File: src/rtl/ro_freq_meter.sv
// ro_freq_meter: ring-oscillator frequency meter.
// Settles the oscillator, then counts its edges over a clk gate window.
//
// Ports:
//   clk, rst      system clock, synchronous active-high reset
//   start         one-cycle request, honoured only when idle
//   osc_in        raw oscillator output (async to clk)
//   ro_en         oscillator enable (settle + measure)
//   busy          high whenever not idle
//   result_*      valid/ready result: edge count and saturation flag
//
// Build option: define RO_FREQ_METER_AVG_EN to average four
// back-to-back gate windows (sum in CNT_W+2 bits, then >> 2).
module ro_freq_meter #(
  parameter int GATE_CYCLES   = 1000,
  parameter int SETTLE_CYCLES = 16,
  parameter int CNT_W         = 16
) (
  input  logic             clk,
  input  logic             rst,
  input  logic             start,
  input  logic             osc_in,
  output logic             ro_en,
  output logic             busy,
  output logic             result_valid,
  input  logic             result_ready,
  output logic [CNT_W-1:0] result_count,
  output logic             result_ovf
);

  localparam int MAXC =
    (GATE_CYCLES > SETTLE_CYCLES) ? GATE_CYCLES
                                  : SETTLE_CYCLES;
  localparam int TW = $clog2(MAXC + 1);

  localparam logic [TW-1:0] SET_LAST =
    TW'(SETTLE_CYCLES - 1);
  localparam logic [TW-1:0] GATE_LAST =
    TW'(GATE_CYCLES - 1);
  localparam logic [CNT_W-1:0] CNT_MAX = '1;

  typedef enum logic [1:0] {
    IDLE,
    SETTLE,
    MEASURE,
    DONE
  } state_t;

  state_t state;
  state_t state_nxt;

  logic             s1;
  logic             s2;
  logic             hist;
  logic             osc_rise;

  logic [TW-1:0]    tmr;
  logic             settle_end;
  logic             win_end;
  logic             last_win;
  logic             meas_end;

  logic [CNT_W-1:0] cnt;
  logic [CNT_W-1:0] cnt_nxt;
  logic             ovf;
  logic             ovf_nxt;

  logic [CNT_W-1:0] res_cnt_nxt;
  logic             res_ovf_nxt;

  // Two-flop synchronizer plus history flop; free-running so the
  // pipeline is already primed when the gate opens.
  always_ff @(posedge clk) begin
    if (rst) begin
      s1   <= 1'b0;
      s2   <= 1'b0;
      hist <= 1'b0;
    end else begin
      s1   <= osc_in;
      s2   <= s1;
      hist <= s2;
    end
  end

  assign osc_rise = s2 & ~hist;

  assign settle_end = (tmr == SET_LAST);
  assign win_end    = (tmr == GATE_LAST);
  assign meas_end   = (state == MEASURE) &
                      win_end & last_win;

  // FSM state register
  always_ff @(posedge clk) begin
    if (rst) begin
      state <= IDLE;
    end else begin
      state <= state_nxt;
    end
  end

  // FSM next-state logic
  always_comb begin
    state_nxt = state;
    unique case (state)
      IDLE: begin
        if (start) state_nxt = SETTLE;
      end
      SETTLE: begin
        if (settle_end) state_nxt = MEASURE;
      end
      MEASURE: begin
        if (win_end && last_win) state_nxt = DONE;
      end
      DONE: begin
        if (result_ready) state_nxt = IDLE;
      end
      default: state_nxt = IDLE;
    endcase
  end

  assign ro_en        = (state == SETTLE) |
                        (state == MEASURE);
  assign busy         = (state != IDLE);
  assign result_valid = (state == DONE);

  // Phase timer: counts settle cycles, then each gate window.
  // It is left at zero on every exit, so IDLE needs no clear.
  always_ff @(posedge clk) begin
    if (rst) begin
      tmr <= '0;
    end else if ((state == SETTLE && settle_end) ||
                 (state == MEASURE && win_end)) begin
      tmr <= '0;
    end else if (ro_en) begin
      tmr <= tmr + TW'(1);
    end
  end

  // Saturating edge count including this cycle's edge, so an edge
  // in the final gate cycle still lands in the result.
  always_comb begin
    cnt_nxt = cnt;
    ovf_nxt = ovf;
    if (osc_rise) begin
      if (cnt == CNT_MAX) begin
        ovf_nxt = 1'b1;
      end else begin
        cnt_nxt = cnt + CNT_W'(1);
      end
    end
  end

  always_ff @(posedge clk) begin
    if (rst) begin
      cnt <= '0;
      ovf <= 1'b0;
    end else if (state == SETTLE && settle_end) begin
      cnt <= '0;
      ovf <= 1'b0;
    end else if (state == MEASURE) begin
      if (win_end) begin
        cnt <= '0;
        ovf <= 1'b0;
      end else begin
        cnt <= cnt_nxt;
        ovf <= ovf_nxt;
      end
    end
  end

`ifdef RO_FREQ_METER_AVG_EN
  logic [1:0]       win;
  logic [CNT_W+1:0] acc;
  logic [CNT_W+1:0] sum_nxt;
  logic             ovf_any;

  assign last_win    = (win == 2'd3);
  assign sum_nxt     = acc + {2'b00, cnt_nxt};
  assign res_cnt_nxt = sum_nxt[CNT_W+1:2];
  assign res_ovf_nxt = ovf_any | ovf_nxt;

  // Window index and running sum of the four saturated counts.
  always_ff @(posedge clk) begin
    if (rst) begin
      win     <= 2'd0;
      acc     <= '0;
      ovf_any <= 1'b0;
    end else if (state == SETTLE && settle_end) begin
      win     <= 2'd0;
      acc     <= '0;
      ovf_any <= 1'b0;
    end else if (state == MEASURE && win_end) begin
      win     <= win + 2'd1;
      acc     <= sum_nxt;
      ovf_any <= res_ovf_nxt;
    end
  end
`else
  assign last_win    = 1'b1;
  assign res_cnt_nxt = cnt_nxt;
  assign res_ovf_nxt = ovf_nxt;
`endif

  // Result holds from DONE entry until the next measurement ends.
  always_ff @(posedge clk) begin
    if (rst) begin
      result_count <= '0;
      result_ovf   <= 1'b0;
    end else if (meas_end) begin
      result_count <= res_cnt_nxt;
      result_ovf   <= res_ovf_nxt;
    end
  end

endmodule

File: config.mk
export PLATFORM = sky130hd
export DESIGN_NAME = ro_freq_meter
export DESIGN_NICKNAME = d
export VERILOG_FILES = /design/src/rtl/ro_freq_meter.sv
export SDC_FILE = /design/constraint.sdc
export NUM_CORES = 1
export LEC_CHECK = 0
export ABC_AREA = 1
export ABC_CLOCK_PERIOD_IN_PS = 1700
export CAP_MARGIN = 25
export CELL_PAD_IN_SITES_DETAIL_PLACEMENT = 1
export CELL_PAD_IN_SITES_GLOBAL_PLACEMENT = 1
export CORE_MARGIN = 3
export CORE_UTILIZATION = 37
export CTS_CLUSTER_SIZE = 20
export DETAILED_ROUTE_END_ITERATION = 8
export GPL_ROUTABILITY_DRIVEN = 0
export GPL_TIMING_DRIVEN = 0
export PLACE_DENSITY_LB_ADDON = 0.15
export SLEW_MARGIN = 40
export SYNTH_ARGS = -nofsm -noshare
export SYNTH_HDL_FRONTEND = slang
export SYNTH_SLANG_ARGS = --single-unit
File: constraint.sdc
create_clock -name clk -period 1.7 [get_ports clk]
set_input_delay 0.255 -clock clk [delete_from_list [all_inputs] [get_ports clk]]
set_output_delay 0.255 -clock clk [all_outputs]
set_load 0.01 [all_outputs]
; Word-level counts from Yosys, hierarchy flattened
; Cells that the tools add are included.
[word_totals]
latchBits = 0
input_bits = 5
out_inout_bits = 20
mem_bits_ro = 0
mem_count = 0
wordCells = 44
ram_bits = 0
regBits = 49
[op_classes]
add_sub_neg = 2
muxes = 11
n_reduce_logical = 8
n_shift = 0
n_eq_ne = 10
magnitude_cmp = 0
bitwise = 4
multipliers = 0
n_div = 0
[ops]
columns = op, count
row1 = 16-bit two-way mux, 3
row2 = "16-bit by 1-bit adder with 16-bit output, second input constant", 1
row3 = "16-bit == test, second input constant", 1
row4 = "10-bit by 1-bit adder with 10-bit output, second input constant", 1
row5 = "10-bit == test, second input constant", 1
row6 = "10-bit by 4-bit == test with 1-bit output, second input constant", 1
row7 = 2-bit two-way mux, 4
row8 = 2-bit one-hot mux with 4 select lines, 1
row9 = "2-bit != test, second input constant", 3
row10 = "2-bit == test, second input constant", 2
row11 = 4-bit AND reduction, 1
row12 = 2-bit OR reduction, 2
row13 = 1-bit two-way mux, 3
row14 = 1-bit bitwise AND, 2
row15 = "2-bit by 1-bit == test with 1-bit output, second input constant", 1
row16 = 1-bit logical AND, 2
row17 = 2-bit zero test, 1
row18 = "2-bit by 1-bit != test with 1-bit output, second input constant", 1
row19 = 2-bit nonzero test, 1
row20 = 1-bit logical OR, 1
row21 = 1-bit NOT, 1
row22 = 1-bit bitwise OR, 1

; Depth between registers and ports, before layout
[depth]
ltp_word = 4
depth_mapped = 12
ltp_nobuf = 12

; Worst setup path before layout
; OpenSTA, ideal clock, no wires.
[synth_path]
path_kind = register -> register
startpoint = register state[0]
endpoint = register tmr[9]
period_less_slack_ns = 1.665
arrival_time_ns = 1.595
path_stages_with_launch = 9
t_required_ns = 1.630
setup_time_ns = 0.070
path_slack_ns = 0.035
n_path_buf = 1
path_cell_list = dfxtp_1 inv_1 ha_1 buf_2 nand4_1 nor2_1 nand4_1 or2_0 a21oi_1
[synth_between]
elab_cells_between_ends = 7
classes_between = eq/ne: 2 / bitwise: 1 / reduce/logical: 4
[synth_lines]
columns = item, line_no
row1 = "start, declared", 49  ; state_t state;
row2 = "start signal, assigned", 97  ; state <= state_nxt;
row3 = 2-bit by 1-bit == test with 1-bit output or 2-bit == test (tied branches), "121, 122"
row4 = 1-bit bitwise OR *, 121  ; assign ro_en = (state == SETTLE) |
row5 = via ro_en, 23  ; output logic ro_en,
row6 = "end signal, assigned", 135  ; tmr <= tmr + TW'(1);
row7 = "end, declared", 57  ; logic [TW-1:0] tmr;
; The timed path passes the listed nets; every way through them passes the cells marked *.
; A chain may end at the register's enable or synchronous reset.

; Worst setup path after layout
[layout_path]
startpoint = register state[1]
endpoint = register tmr[5]
[layout_between]
elab_chain_cells = 4
elab_cells_between_ends = 7
classes_between = eq/ne: 2 / bitwise: 1 / reduce/logical: 4
[layout_rtl]
columns = item, line_no
row1 = 2-bit by 1-bit == test with 1-bit output or 2-bit == test (tied branches), -
row2 = 1-bit logical AND (on tied branches), "131, 132"
row3 = 1-bit logical OR, 131  ; end else if ((state == SETTLE && settle_end) ||
row4 = 2-bit OR reduction (no line), -
; Several ways; a longest one is shown, not always the timed one.

==> impl_metrics.toml <==
[detailed_routing]
firstDrtPassIters = 4
detail_route.wl_per_cell_um = 14.81
totalWireLength_um = 7685
ant_nets = 0
via_count = 2572
drt_first_iter_violations = 67
viasPerCell = 4.956
drc_errors = 0

[final_layout]
multi_input_area_um2 = 1545
nets = 435
drive_above_1_share = 0.1915
n_antenna_cell = 0
fillers = 916
areaGrowthSynthToFinish_pct = 24.76
seqCellArea_um2 = 1003

[grt]
grt_pass1_wl_um = 12640
grt_max_degree = 15
antenna_found_initial = 0
grt_pass1_vias = 2576
grt_remaining_overflow = 0
track_usage = 0.1871

[clocking]
htree_levels = 2
cts_buffer_depth = 2
cts.sinks = 49
cts_tree = "built"
root_buffer = "clkbuf_8"
clock_latency_ns = 0.31
clk_pin_slew_ns = 0.09
numCtsBuffers = 5
cts.hold.buffers_added = 0

[setup_path]
crit_arrival_ns = 1.84
cp_top_family = "buffers and inverters"
worstPathRequired_ns = 1.90
cp_slowest_cell = "dfxtp_2"
crit_buf_inv = 4
critPathMaxFanout = 7
path_depth = 9
slowest_delay_ns = 0.36
r2r_setup_slack_ns = 0.06
r2r-end = "tmr[5]$_SDFFE_PP0P_"
crit_top_cell = "buf_4"
r2r-start = "state[1]$_SDFFE_PP0P_"
reg2regPathDepth = 9
crit_path_start_kind = "flip-flop"
crit_path_cell_trace = "inv_2, ha_4, buf_6, nand4_1, nor2_2, buf_4, buf_4, xor2_1, nor2_1"
end_kind = "flip-flop"
worstSetupPathType = "flip-flop to flip-flop"

[yosys]
synth.avg_cell_area_um2 = 6.984
yosysTopAreaCell = "dfxtp_1"
seq_area_frac_synth = 0.3648
yosysTopAreaCellShare = 0.3648
post_synth_num_cell_types = 35
yosys_warnings = 0
synth_flop_cell = "dfxtp_1"
synth_fa_ha_area_frac = 0.03257
synth_compound_area_frac = 0.1252
synthCells = 385
synth_area_leaders = "dfxtp_1 36%, nand2_1 14%, inv_1 6.4%, nor2_1 5.4%, a21oi_1 4.7%"
synth_edf_count = 0
synth_top_family_by_area = "simple AND/OR/NAND/NOR gates"
synthesis.nets = 397
ys_async_sr_fraction = 0
synth.ff_latch_count = 49
synth_xor_area_frac = 0.01954
synth_mux_area_frac = 0
yosys.area_share.simple = 0.3658
syn-cell-area_um2 = 2689

[timing]
max-slew-margin-rel = 0.7729
setup_viol = 0
drv_slew = 0
rsz0062_at_grt = "true"
finalClockSkew_ns = 0.008235
fin_crit_sh = 0.9643
fmax_mhz = 610.0
worst_slew_pin_slew_ns = 0.3381
fin_crit_ns = 1.639
fin_hold_ws_ns = 0.4139
hold_viol_final = 0

[status]
status = "finished clean"

[pwr]
fin_total_pwr_mw = 2.724
power_density_nw_per_um2 = 812.1
p_leak_nw = 1.359
worst_ir_drop_vdd_v = 0.0003137

[min_path]
whs_path_depth = 2
worstHoldEndpoint = "s2$_SDFF_PP0_"
hold_class = "flip-flop to flip-flop"
min_from = "s1$_SDFF_PP0_"

[floorplanning]
start_util = 0.3893
die_w_um = 91.25
core-area_um2 = 6907
fp.dieH_um = 91.25
die_area_um2 = 8326
num_rows = 30
ios = 25

[flow_run]
maxCapViolCount = 0

[place]
hpwl_um = 5543
portBuffers = 24
[cells in the final DEF (no fill, tap or decap), types with 2 or more instances in the layout]
cell              n
dfxtp_4           4
dlygate4sd2_1     2
nor3_2            2
nand4_1           9
nor2_8            2
nor2_1           35
o21ai_0          17
nand2_2           7
dfxtp_1          39
a21oi_1          25
nand3_2           8
inv_2             6
nor2_2            4
nor3_1            3
inv_1            41
nor2_4            5
ha_4              3
buf_4             8
o21bai_1          5
dfxtp_2           6
nand3_1          24
buf_6             6
clkbuf_2          3
clkbuf_8          5
a21oi_2           2
nand2_4           3
ha_1              3
o21a_1            6
xor2_1            5
a31oi_1           2
clkdlybuf4s50_1  22
nand2_1          97
[sequential cells by signal, indices dropped and copies added, names as in the netlist]
register      cells
cnt              16
state             2
hist              1
ovf               1
result_ovf        1
s1                1
tmr              10
s2                1
result_count     16
[layer usage]
metal	vias up	wire, um	track usage
li1	1308	-	-
met4	0	78	0.04523
met1	1225	3670	0.2529
met3	6	230	0.02568
met5	-	0	0
met2	33	3706	0.3145
[kinds of logic (layout without fill, tap and decap cells)]
family,count (synthesis),count (layout)
compound gates,59,59
fa+ha+maj,7,7
buf+inv,61,99
flops,49,49
xor+xnor,6,6
simple gates,203,203
[report_power, final]
| group | switching [mW] | total, mW | internal, mW |
|---|---|---|---|
| Combinational | 0.383 | 0.636 | 0.253 |
| Clock | 0.407 | 0.835 | 0.429 |
| Sequential | 0.0496 | 1.25 | 1.20 |
[worst max path at each step]
stage | from | to | slack [ns]
after detailed placement | rst | result_count[11]$_SDFFE_PP0P_ | -0.36
after CTS | state[0]$_SDFFE_PP0P_ | tmr[9]$_SDFFE_PP0P_ | 0.003
after global routing | state[1]$_SDFFE_PP0P_ | tmr[9]$_SDFFE_PP0P_ | -0.07
final | state[1]$_SDFFE_PP0P_ | tmr[5]$_SDFFE_PP0P_ | 0.06
after floorplan | state[0]$_SDFFE_PP0P_ | tmr[9]$_SDFFE_PP0P_ | 0.04
after global placement | rst | result_count[7]$_SDFFE_PP0P_ | -0.30
[layout make-up]
| class | instances | area share |
|---|---|---|
| sequential | 49 | 0.2991 |
| inverter | 50 | 0.05781 |
| timing repair buffer | 31 | 0.08765 |
| clock buffer | 5 | 0.02051 |
| multi-input combinational | 275 | 0.4606 |
| tap | 96 | 0.03581 |
| clock inverter | 2 | 0.01044 |
| buffer | 11 | 0.02797 |
[tightest hold or removal path, stage by stage, from the launching register on]
cell,delay (ns)
dfxtp_1,0.31
inv_1,0.04
nor2_1,0.03
[synth_stat cells, types with 2 or more instances]
| library cell | n |
|---|---|
| a21oi_1 | 25 |
| a21oi_2 | 2 |
| a31oi_1 | 2 |
| buf_2 | 5 |
| clkbuf_1 | 3 |
| clkinv_1 | 3 |
| dfxtp_1 | 49 |
| ha_1 | 7 |
| inv_1 | 46 |
| nand2_1 | 99 |
| nand2_2 | 6 |
| nand2_4 | 2 |
| nand3_1 | 25 |
| nand3_2 | 7 |
| nand4_1 | 9 |
| nor2_1 | 39 |
| nor2_2 | 2 |
| nor2_4 | 3 |
| nor2_8 | 2 |
| nor3_1 | 5 |
| o21a_1 | 6 |
| o21ai_0 | 17 |
| o21bai_1 | 5 |
| xor2_1 | 5 |
[timing repair]
action / in CTS / in global routing
buffers inserted: 2 / 5
endpoints found under the setup margin: 43 / 40
resized for setup: 23 / 37
pin swaps: 2 / 5
[metrics by stage]
step / cells / setup TNS, ns / utilization / setup WS, ns / cell area [um^2]
after floorplan: 385 / 0 / - / 0.03549 / 2689
after global placement: 505 / -6.069 / 0.4415 / -0.2987 / 3049
after detailed placement: 505 / -7.698 / 0.4415 / -0.3630 / 3049
after CTS: 514 / 0 / 0.4649 / 0.003179 / 3211
after global routing: 519 / -0.2644 / 0.4857 / -0.06970 / 3354
final: 519 / 0 / 0.4857 / 0.06061 / 3354
Power figures use the tool's default switching activity.
